**src/rtl/uart_tx.sv**
```systemverilog
// uart_tx: 8N1 / 8E1 / 8O1 serial transmitter.
// A frame is accepted from IDLE when tx_en and txStart are both high. The
// byte is latched, then start, 8 data bits LSB first, an optional parity bit
// and one stop bit are shifted out, each bit lasting CLKS_PER_BIT cycles.
// All outputs are registered; tx is computed from the next-state values so
// the line changes in the same cycle the state does.
//
// state  | meaning
// -------+--------------------------------------------
// IDLE   | line high, waiting for an accepted request
// START  | start bit (tx=0)
// DATA   | data bits 0..7, LSB first
// PARITY | parity bit (only when PARITY_EN=1)
// STOP   | stop bit (tx=1); txDone pulses on exit

module uart_tx #(
    parameter int CLKS_PER_BIT = 16,
    parameter int PARITY_EN    = 0,
    parameter int PARITY_ODD   = 0
) (
    input  logic       clk,
    input  logic       rst,
    input  logic       tx_en,
    input  logic       txStart,
    input  logic [7:0] txData,
    output logic       tx,
    output logic       txDone,
    output logic       busy
);

    localparam int CNT_W = (CLKS_PER_BIT > 1) ? $clog2(CLKS_PER_BIT) : 1;
    localparam logic [CNT_W-1:0] BAUD_LAST = CNT_W'(CLKS_PER_BIT - 1);
    localparam logic PAR_INV = (PARITY_ODD != 0);
    localparam logic PAR_ON  = (PARITY_EN != 0);

    localparam logic [2:0] ST_IDLE   = 3'd0;
    localparam logic [2:0] ST_START  = 3'd1;
    localparam logic [2:0] ST_DATA   = 3'd2;
    localparam logic [2:0] ST_PARITY = 3'd3;
    localparam logic [2:0] ST_STOP   = 3'd4;

    logic [2:0]       state_q, state_d;
    logic [CNT_W-1:0] baud_q, baud_d;
    logic [2:0]       bit_idx_q, bit_idx_d;
    logic [7:0]       shift_q, shift_d;
    logic             tx_q, tx_d;
    logic             done_q, done_d;
    logic             busy_q, busy_d;
    logic             bit_end;

    assign bit_end = (baud_q == BAUD_LAST);

    // Next-state, counters and the registered output values.
    always_comb begin
        state_d   = state_q;
        baud_d    = bit_end ? '0 : baud_q + CNT_W'(1);
        bit_idx_d = bit_idx_q;
        shift_d   = shift_q;
        done_d    = 1'b0;

        case (state_q)
            ST_IDLE: begin
                baud_d    = '0;
                bit_idx_d = 3'd0;
                // The txDone cycle never accepts, guaranteeing an idle gap.
                if (!done_q && tx_en && txStart) begin
                    state_d = ST_START;
                    shift_d = txData;
                end
            end
            ST_START: begin
                if (bit_end) begin
                    state_d   = ST_DATA;
                    bit_idx_d = 3'd0;
                end
            end
            ST_DATA: begin
                if (bit_end) begin
                    if (bit_idx_q == 3'd7) begin
                        state_d = PAR_ON ? ST_PARITY : ST_STOP;
                    end else begin
                        bit_idx_d = bit_idx_q + 3'd1;
                    end
                end
            end
            ST_PARITY: begin
                if (bit_end) begin
                    state_d = ST_STOP;
                end
            end
            ST_STOP: begin
                if (bit_end) begin
                    state_d = ST_IDLE;
                    done_d  = 1'b1;
                end
            end
            default: begin
                state_d = ST_IDLE;
                baud_d  = '0;
            end
        endcase

        case (state_d)
            ST_START:  tx_d = 1'b0;
            ST_DATA:   tx_d = shift_d[bit_idx_d];
            ST_PARITY: tx_d = (^shift_d) ^ PAR_INV;
            default:   tx_d = 1'b1;
        endcase

        busy_d = (state_d != ST_IDLE);
    end

    // State and output registers; reset aborts any frame without txDone.
    always_ff @(posedge clk) begin
        if (rst) begin
            state_q   <= ST_IDLE;
            baud_q    <= '0;
            bit_idx_q <= 3'd0;
            shift_q   <= 8'd0;
            tx_q      <= 1'b1;
            done_q    <= 1'b0;
            busy_q    <= 1'b0;
        end else begin
            state_q   <= state_d;
            baud_q    <= baud_d;
            bit_idx_q <= bit_idx_d;
            shift_q   <= shift_d;
            tx_q      <= tx_d;
            done_q    <= done_d;
            busy_q    <= busy_d;
        end
    end

    assign tx     = tx_q;
    assign txDone = done_q;
    assign busy   = busy_q;

endmodule

```
**config.mk**
```make
export PLATFORM = sky130hd
export DESIGN_NAME = uart_tx
export DESIGN_NICKNAME = d
export VERILOG_FILES = /design/src/rtl/uart_tx.sv
export SDC_FILE = /design/constraint.sdc
export NUM_CORES = 1
export LEC_CHECK = 0
export ABC_AREA = 1
export BUFFER_PORTS_ARGS = -buffer_cell sky130_fd_sc_hd__buf_2
export CAP_MARGIN = 20
export CORE_MARGIN = 2
export CORE_UTILIZATION = 65
export CTS_BUF_LIST = sky130_fd_sc_hd__clkbuf_4 sky130_fd_sc_hd__clkbuf_8
export CTS_CLUSTER_DIAMETER = 40
export DETAILED_ROUTE_END_ITERATION = 8
export PLACE_DENSITY = 0.87
export SYNTH_ARGS = -nofsm -noshare
export SYNTH_HDL_FRONTEND = slang
export SYNTH_SLANG_ARGS = --single-unit
```
**constraint.sdc**
```tcl
create_clock -name clk -period 3.3 [get_ports clk]
set_input_delay 0 -clock clk [delete_from_list [all_inputs] [get_ports clk]]
set_output_delay 0 -clock clk [all_outputs]
set_load 0.03 [all_outputs]
```
==> impl_metrics.yaml, run 1 <==
detailed_routing:
  dr.pass1.iters: 7
  antenna_left: 0
  drc: 0
  vias_per_cell: 5.30
  drt_iter0_markers: 80
  wire_per_inst_um: 10.7
  vias: 1388
  wl_um: 2790
power:
  p_leak_nw: 0.748
  clkPwrFrac_pct: 25.1
  p_sw_uw: 165
  switching_share_pct: 32.0
  combPwrFrac_pct: 22.6
  ir_drop_mv: 0.281
  internal_power_uw: 350
  p_per_area_mw_per_mm2: 354
  power_uw: 515
  p_seq_share_pct: 52.2
worst_setup_path:
  crit_cells: 11
  cp_data_arrival_time_ns: 2.03
  crit_buf_inv: 0
  r2r-start: "baud_q[0]$_SDFF_PP0_"
  path_delay_family: "simple AND/OR/NAND/NOR gates"
  cp.required_ns: 3.51
  cpMostUsedCell: "nand3_1"
  worstSetupPathType: "reg -> reg"
  cp_max_fo: 10
  cpPeakStageDelay_ns: 0.35
  reg2reg_slack_ns: 1.48
  setup.worst_path.start: "baud_q[0]$_SDFF_PP0_"
  cpMaxStageDelayCell: "dfxtp_1"
  end_kind: "flop"
  r2r-end: "tx$_SDFF_PP1_"
  rr_worst_depth: 11
  cp-start-kind: "flop"
  crit_path_end: "tx$_SDFF_PP1_"
  cp_cell_sequence: "ha_1 -> nand3_2 -> nand2_1 -> o21ai_1 -> nand2_2 -> nand3_1 -> nand3_1 -> nand2_1 -> nand2_1 -> nand3_1 -> nand3_1"
sta:
  relSlewSlack_pct: 74.7
  finalSetupViolations: 0
  finalMaxSlewViolations: 0
  finalHoldWorstSlack_ns: 0.0245
  tns_ns: 0
  period_needed_ns: 1.82
  max_freq_ghz: 0.551
  hold_violations: 0
  rsz0062_at_grt: "false"
  skew_ns: 0.00322
  worst_slew_pin_slew_ns: 0.375
  finalCritPeriodShare_pct: 55.0
global_routing:
  antenna_found_initial: 0
  grt_use_total_pct: 23.6
  met2_usage_pct: 40.4
  grt_pass1_vias: 1118
  grt_start_max_net_pins: 19
  top_usage_layer: "met2"
  grt-ovfl-total: 0
  use_met3_pct: 3.03
  use_met1_pct: 29.8
  grt_pass1_wl_um: 4530
cts:
  hold_buffers: 0
  clock_sinks: 21
  numCtsBuffers: 3
  cts_setup_buffers: 0
  cts.reportedPaths.clkPinSlew_ns: 0.12
  root_buffer: "clkbuf_4"
  clock_latency_ns: 0.31
  cts-resized-gates: 0
  cts_tree: "yes"
  cts_buffer_depth: 2
  h-tree-depth: 1
floorplan:
  ios: 15
  die_x_um: 49.7
  initial_core_util_pct: 69.2
  die-area_mm2: 0.00247
  die-height_um: 49.7
  core-area_mm2: 0.00196
  core.rowCount: 16
run_status:
  status: "complete, no violations"
logic_synthesis:
  ys_ff_latch: 21
  synthDistinctLibCells: 27
  syn_area_mm2: 0.00136
  syn-mean-instance-area_um2: 6.14
  yosys_warnings: 0
  postSynthCellCount: 221
  synth_fp_nets: 235
  seq_area_frac_synth_pct: 31.0
place:
  place_inst: 258
  port_buffers: 14
  place_hpwl_um: 2090
  place_congestion: 0.868
finish:
  nNetsFinal: 250
  diodes: 0
  area_growth_pct: 7.19
  fill_cells: 171
  fin_util_pct: 74.2
  final_cells: 262
  drive_above_1_share_pct: 17.9
hold_path:
  hp-class: "in -> reg"
job:
  drv_cap: 0
==> layer usage <==
| metal | vias up | part of all wire (%) |
|---|---|---|
| met2 | 68 | 49 |
| met5 | - | 0 |
| met1 | 605 | 42 |
| met3 | 9 | 6.9 |
| met4 | 0 | 2.2 |
| li1 | 706 | - |
==> flip-flops by register name, summed over array words and instances (netlist names) <==
register / count
baud_q: 4
txDone: 1
state_q: 3
shift_q: 8
tx: 1
busy: 1
bit_idx_q: 3
==> cells by family after synthesis <==
group	share of synthesized area (%)
and+or+nand+nor	48.7
xor gates and xnor gates	1.29
AOI/OAI and AO/OA	6.45
adders and majority gates	1.84
DFF	31.0
buffers and inverters	10.8
==> worst min-delay path by stage <==
stage	start	to	depth (start not counted)
after global placement	txData[4]	shift_q[4]$_SDFF_PP0_	5
after CTS	txData[6]	shift_q[6]$_SDFF_PP0_	5
after detailed placement	txData[6]	shift_q[6]$_SDFF_PP0_	5
after global routing	txData[3]	shift_q[3]$_SDFF_PP0_	5
after floorplan	txData[5]	shift_q[5]$_SDFF_PP0_	4
final	txData[7]	shift_q[7]$_SDFF_PP0_	5
==> tightest hold or removal path: cells and delay by family <==
kind	cells	cell delay, ns
buffers and inverters	2	0.15
AND/OR/NAND/NOR	3	0.15
==> power by group through the flow <==
stage,combinational (mW),clock [mW],sequential (mW)
finish,0.117,0.129,0.269
global route,0.133,0.140,0.270
CTS,0.116,0.129,0.269
detailed placement,0.115,0,0.275
global placement,0.111,0,0.274
floorplan,0.0904,0,0.278
==> synthesized netlist by cell type (all sizes together) <==
cell type   n  area share, %
a41oi       1           0.65
nor3        2           0.74
buf         2            1.9
nor2       27            8.8
clkinv      1           0.28
xor2        1           0.65
nor3b       1           0.55
a21oi       4            1.5
inv        29            8.0
a211oi      1           0.55
a31o        1           0.65
nand2      98             29
ha          2            1.8
xnor2       1           0.65
clkbuf      2           0.55
dfxtp      21             31
o21ai       7            3.1
nand3      20            9.4
==> cell type report <==
| cell class | count | area (um^2) | area share, % |
|---|---|---|---|
| timing repair buffer | 14 | 70.1 | 4.82 |
| tap | 27 | 33.8 | 2.32 |
| sequential | 21 | 420 | 28.9 |
| clock buffer | 3 | 22.5 | 1.55 |
| multi-input combinational | 166 | 791 | 54.3 |
| inverter | 30 | 113 | 7.74 |
| clock inverter | 1 | 5.00 | 0.344 |
==> stage by stage <==
step	worst slack [ns]	area [um^2]
floorplan	1.73	1360
global placement	1.66	1430
detailed placement	1.54	1430
CTS	1.52	1460
global route	1.34	1460
finish	1.48	1460
==> cells in the final DEF, fill, tap and decap left out <==
cell type and count:
inv_2 4, a41oi_1 1, xor2_1 1, a31o_2 1, nor2_2 1, nand3_4 1
nand2_1 87, ha_1 2, nor3b_1 1, o21ai_1 1, buf_2 14, a211oi_1 1
o21ai_2 2, clkbuf_4 3, a21oi_1 4, inv_1 25, clkinv_2 1, dfxtp_1 21
nor2_8 1, nor3_1 2, o21ai_0 4, xnor2_1 1, nor2_1 25, clkinv_1 1
nand3_2 3, nand2_2 11, nand3_1 16
Power figures use the tool's default switching activity.
==> inputs of run 2 (changes only) <==
Settings changed: CORE_UTILIZATION 65 to 54, PLACE_DENSITY 0.87 to 0.77.
Clock period 3.3 ns to 1.6 ns, I/O delays scaled along.
==> impl_metrics.yaml, run 2 (same netlist as run 1, synthesis figures left out) <==
worst_setup_path:
  r2r-start: "state_q[1]$_SDFF_PP0_"
  cp-start-kind: "flop"
  cp_max_fo: 5
  crit_buf_inv: 1
  cp.required_ns: 1.83
  cpMaxStageDelayCell: "dfxtp_4"
  cpPeakStageDelay_ns: 0.40
  path_delay_family: "simple AND/OR/NAND/NOR gates"
  cp_cell_sequence: "inv_4 -> nand3_4 -> nor2_4 -> nand2_1 -> nand2_1 -> nand2_1 -> nand2_2 -> nand2_1 -> nand2_1 -> nand2_1 -> nand3_1 -> nand3_1"
  cp_data_arrival_time_ns: 1.85
  crit_path_end: "tx$_SDFF_PP1_"
  worstSetupPathType: "reg -> reg"
  crit_cells: 12
  r2r-end: "tx$_SDFF_PP1_"
  cpMostUsedCell: "nand2_1"
  setup.worst_path.start: "state_q[1]$_SDFF_PP0_"
  end_kind: "flop"
  rr_worst_depth: 12
  reg2reg_slack_ns: -0.01
power:
  p_leak_nw: 0.907
  ir_drop_mv: 0.426
  power_mw: 1.14
  p_per_area_mw_per_mm2: 617
detailed_routing:
  vias: 1501
  wire_per_inst_um: 11.9
  vias_per_cell: 5.14
  drc: 0
  drt_iter0_markers: 61
  wl_um: 3470
  dr.pass1.iters: 4
  antenna_left: 0
global_routing:
  grt_use_total_pct: 21.3
  grt_start_max_net_pins: 19
  use_met3_pct: 2.78
  use_met1_pct: 25.3
  grt_pass1_wl_um: 4510
  top_usage_layer: "met2"
  met2_usage_pct: 37.6
  grt_pass1_vias: 1136
  grt-ovfl-total: 0
  antenna_found_initial: 0
finish:
  final_common_cell: "nand2_1"
  largestRegisters: "shift_q (8), baud_q (4)"
  diodes: 0
  area_growth_pct: 35.9
  top_register: "shift_q"
  largest_register_ffs: 8
  nNetsFinal: 277
  drive_above_1_share_pct: 40.1
  final_cell_mix: "nand2_1 (70), nand2_2 (26), nor2_1 (23)"
cts:
  h-tree-depth: 1
  cts_tree: "yes"
  cts_buffer_depth: 2
  cts.reportedPaths.clkPinSlew_ns: 0.14
  clock_sinks: 21
  clock_latency_ns: 0.32
  root_buffer: "clkbuf_4"
  numCtsBuffers: 3
floorplan:
  die-height_um: 54.1
  die_x_um: 54.1
  core.rowCount: 18
  ios: 15
  initial_core_util_pct: 55.8
  core-area_mm2: 0.00243
  die-area_mm2: 0.00293
hold_path:
  hp-class: "in -> reg"
run_status:
  status: "finished, violations left"
  violations: "setup timing"
sta:
  max_freq_ghz: 0.619
  worst_slew_pin_slew_ns: 0.340
  hold_violations: 0
  worst_slack_ns: -0.0150
  skew_ns: 0.0184
  finalSetupViolations: 1
  rsz0062_at_grt: "true"
  finalMaxSlewViolations: 0
  relSlewSlack_pct: 77.3
  period_needed_ns: 1.61
  finalCritPeriodShare_pct: 101
  tns_ns: -0.0150
place:
  place_hpwl_um: 2100
  place_congestion: 0.771
  port_buffers: 14
job:
  drv_cap: 0
run 2: changes by cell type in the layout (fill, tap and decap cells not counted), sizes merged:
cell,delta
buf,+23
nor2,+3
nand2,+1
run 2: final cells by class:
cell class              instances  area, um^2
clock inverters                 1        5.00
repair buffers                 37         255
well taps                      30        37.5
inverters                      30         115
multi-input cells             170         976
clock buffers                   3        22.5
flip-flops and latches         21         433
fillers                       183         588
run 2: worst min path at each step:
stage	from	cells past startpoint	to	slack, ns
floorplan	txData[5]	4	shift_q[5]$_SDFF_PP0_	0.22
global placement	txData[6]	5	shift_q[6]$_SDFF_PP0_	0.34
detailed placement	txData[5]	5	shift_q[5]$_SDFF_PP0_	0.35
CTS	txData[6]	5	shift_q[6]$_SDFF_PP0_	0.007
global route	txData[6]	5	shift_q[6]$_SDFF_PP0_	0.03
finish	txData[6]	5	shift_q[6]$_SDFF_PP0_	0.0005
run 2: power by group:
part	switching [mW]	internal, mW	leakage, nW
Clock	0.180	0.0936	0.0177
Combinational	0.193	0.118	0.714
Sequential	0.0113	0.543	0.175
Total	0.384	0.754	0.907
run 2: layer usage:
layer  vias to the layer above  share of wire (%)
met5                         -                  0
met4                         0                2.6
met3                        13                4.7
met2                        45                 52
met1                       675                 41
li1                        768                  -
run 2: worst register-to-register path: stages (launching register included):
cell and delay [ns]:
dfxtp_4 0.40, inv_4 0.08, nand3_4 0.16, nor2_4 0.22, nand2_1 0.08, nand2_1 0.11, nand2_1 0.09, nand2_2 0.09
nand2_1 0.06, nand2_1 0.06, nand2_1 0.05, nand3_1 0.07, nand3_1 0.06
run 2: timing repair:
action,4_1_cts,5_1_grt
buffers inserted,1,4
setup endpoints to repair,1,2
pin swaps,5,18
resized for setup,4,47
gates cloned,0,4
hold buffers,0,0
run 2: metrics by stage:
| step | utilization (%) | cell area (um^2) | setup WS, ns | hold WS, ns | instances |
|---|---|---|---|---|---|
| after floorplan | - | 1360 | 0.0329 | 0.222 | 221 |
| after CTS | 66.3 | 1610 | 0.0102 | 0.00742 | 284 |
| after global routing | 75.8 | 1840 | -0.0923 | 0.0350 | 292 |
| final | 75.8 | 1840 | -0.0150 | 0.000476 | 292 |
| after detailed placement | 64.4 | 1570 | -0.0612 | 0.353 | 279 |
| after global placement | 64.4 | 1570 | -0.0605 | 0.342 | 279 |
==> inputs of run 3 (changes only) <==
Settings changed: GPL_TIMING_DRIVEN from default to 0.
==> impl_metrics.yaml, run 3 (same netlist as run 1, synthesis figures left out) <==
run_status:
  status: "finished, violations left"
  violations: "setup timing"
place:
  post-place-ws_ns: -0.219
  place_congestion: 0.780
  place_inst: 264
  place_hpwl_um: 2110
  port_buffers: 13
worst_setup_path:
  crit_path_end: "tx$_SDFF_PP1_"
  r2r-end: "tx$_SDFF_PP1_"
  cpMostUsedCell: "nand3_1"
  cpPeakStageDelay_ns: 0.38
  rr_worst_depth: 13
  cp.required_ns: 1.79
  setup.worst_path.start: "state_q[0]$_SDFF_PP0_"
  worstSetupPathType: "reg -> reg"
  cp-start-kind: "flop"
  end_kind: "flop"
  r2r-start: "state_q[0]$_SDFF_PP0_"
  cp_data_arrival_time_ns: 1.88
  reg2reg_slack_ns: -0.09
  cpMaxStageDelayCell: "dfxtp_4"
  cp_max_fo: 5
  cp_cell_sequence: "inv_4 -> nand2_4 -> nor2_4 -> nand2_4 -> clkbuf_16 -> nand2_1 -> nand2_2 -> nand3_1 -> nand3_1 -> nand2_1 -> nand2_1 -> nand3_1 -> nand3_1"
sta:
  finalSetupViolations: 1
  finalMaxSlewViolations: 0
  rsz0062_at_grt: "true"
  skew_ns: 0.00759
  finalHoldWorstSlack_ns: 0.0226
  relSlewSlack_pct: 64.0
  worst_slew_pin_slew_ns: 0.539
  max_freq_ghz: 0.593
  hold_violations: 0
  finalCritPeriodShare_pct: 105
  period_needed_ns: 1.69
  worst_slack_ns: -0.0867
global_routing:
  grt_start_max_net_pins: 12
  grt_pass1_wl_um: 5000
  grt-ovfl-total: 0
  antenna_found_initial: 0
  grt_use_total_pct: 23.4
  grt_pass1_vias: 1259
floorplan:
  ios: 15
  initial_core_util_pct: 55.8
  die-area_mm2: 0.00293
  core.rowCount: 18
  die_x_um: 54.1
  die-height_um: 54.1
  core-area_mm2: 0.00243
cts:
  clock_latency_ns: 0.31
  clock_sinks: 21
  numCtsBuffers: 3
  h-tree-depth: 1
  root_buffer: "clkbuf_4"
  cts.reportedPaths.clkPinSlew_ns: 0.12
  cts_buffer_depth: 2
  cts_tree: "yes"
power:
  power_mw: 1.21
  p_leak_nw: 0.971
  p_per_area_mw_per_mm2: 620
  ir_drop_mv: 0.561
finish:
  final_cell_mix: "nand2_1 (56), nand2_2 (35), nor2_1 (23)"
  area_growth_pct: 44.1
  largest_register_ffs: 8
  final_common_cell: "nand2_1"
  diodes: 0
  largestRegisters: "shift_q (8), baud_q (4)"
  nNetsFinal: 276
  final_cells: 291
  drive_above_1_share_pct: 45.6
  top_register: "shift_q"
detailed_routing:
  dr.pass1.iters: 4
  wl_um: 3710
  vias_per_cell: 5.08
  drt_iter0_markers: 28
  vias: 1478
  antenna_left: 0
  drc: 0
  wire_per_inst_um: 12.8
job:
  drv_cap: 0
hold_path:
  hp-class: "in -> reg"
[run 3: through the flow]
stage / utilization [%] / instance area [um^2] / setup TNS [ns]
CTS: 69.1 / 1680 / -0.0309
floorplan: - / 1360 / 0
global route: 80.4 / 1960 / -0.222
global placement: 60.0 / 1460 / -0.248
detailed placement: 60.0 / 1460 / -0.304
finish: 80.4 / 1960 / -0.0867
[run 3: worst min-delay path by stage]
stage / end / from / cells after the start
floorplan: shift_q[5]$_SDFF_PP0_ / txData[5] / 4
global placement: shift_q[4]$_SDFF_PP0_ / txData[4] / 5
detailed placement: shift_q[4]$_SDFF_PP0_ / txData[4] / 5
CTS: shift_q[4]$_SDFF_PP0_ / txData[4] / 5
global route: shift_q[6]$_SDFF_PP0_ / txData[6] / 5
finish: shift_q[5]$_SDFF_PP0_ / txData[5] / 5
[run 3: layout make-up]
class | instances | area [um^2]
multi-input combinational | 166 | 988
fill | 177 | 477
sequential | 21 | 435
timing repair buffer | 36 | 304
inverter | 30 | 123
buffer | 4 | 37.5
tap | 30 | 37.5
clock buffer | 4 | 30.0
[run 3: critical path: cells and delay by family, from the launching register on]
family | cells | cell delay [ns]
AND/OR/NAND/NOR | 11 | 0.94
flip-flops | 1 | 0.38
buffers and inverters | 2 | 0.25
[run 3: timing repair]
| item | in CTS | in global routing |
|---|---|---|
| gates resized for setup | 23 | 54 |
| gates cloned | 1 | 1 |
| hold buffers | 0 | 0 |
| setup buffers | 12 | 9 |
| pin swaps | 12 | 32 |
| endpoints found under the setup margin | 2 | 2 |
[run 3: metal layers]
metal / wire (um) / vias up / share of wire, % / track usage, %
met2: 1950 / 29 / 52 / 43.8
li1: - / 758 / - / -
met1: 1570 / 681 / 42 / 26.7
met3: 92 / 10 / 2.5 / 2.50
met5: 0 / - / 0 / 0
met4: 107 / 0 / 2.9 / 8.75
[run 3: where the power goes]
group	internal, mW	switching [mW]
Combinational	0.164	0.212
Clock	0.114	0.165
Sequential	0.543	0.0141
Total	0.821	0.392
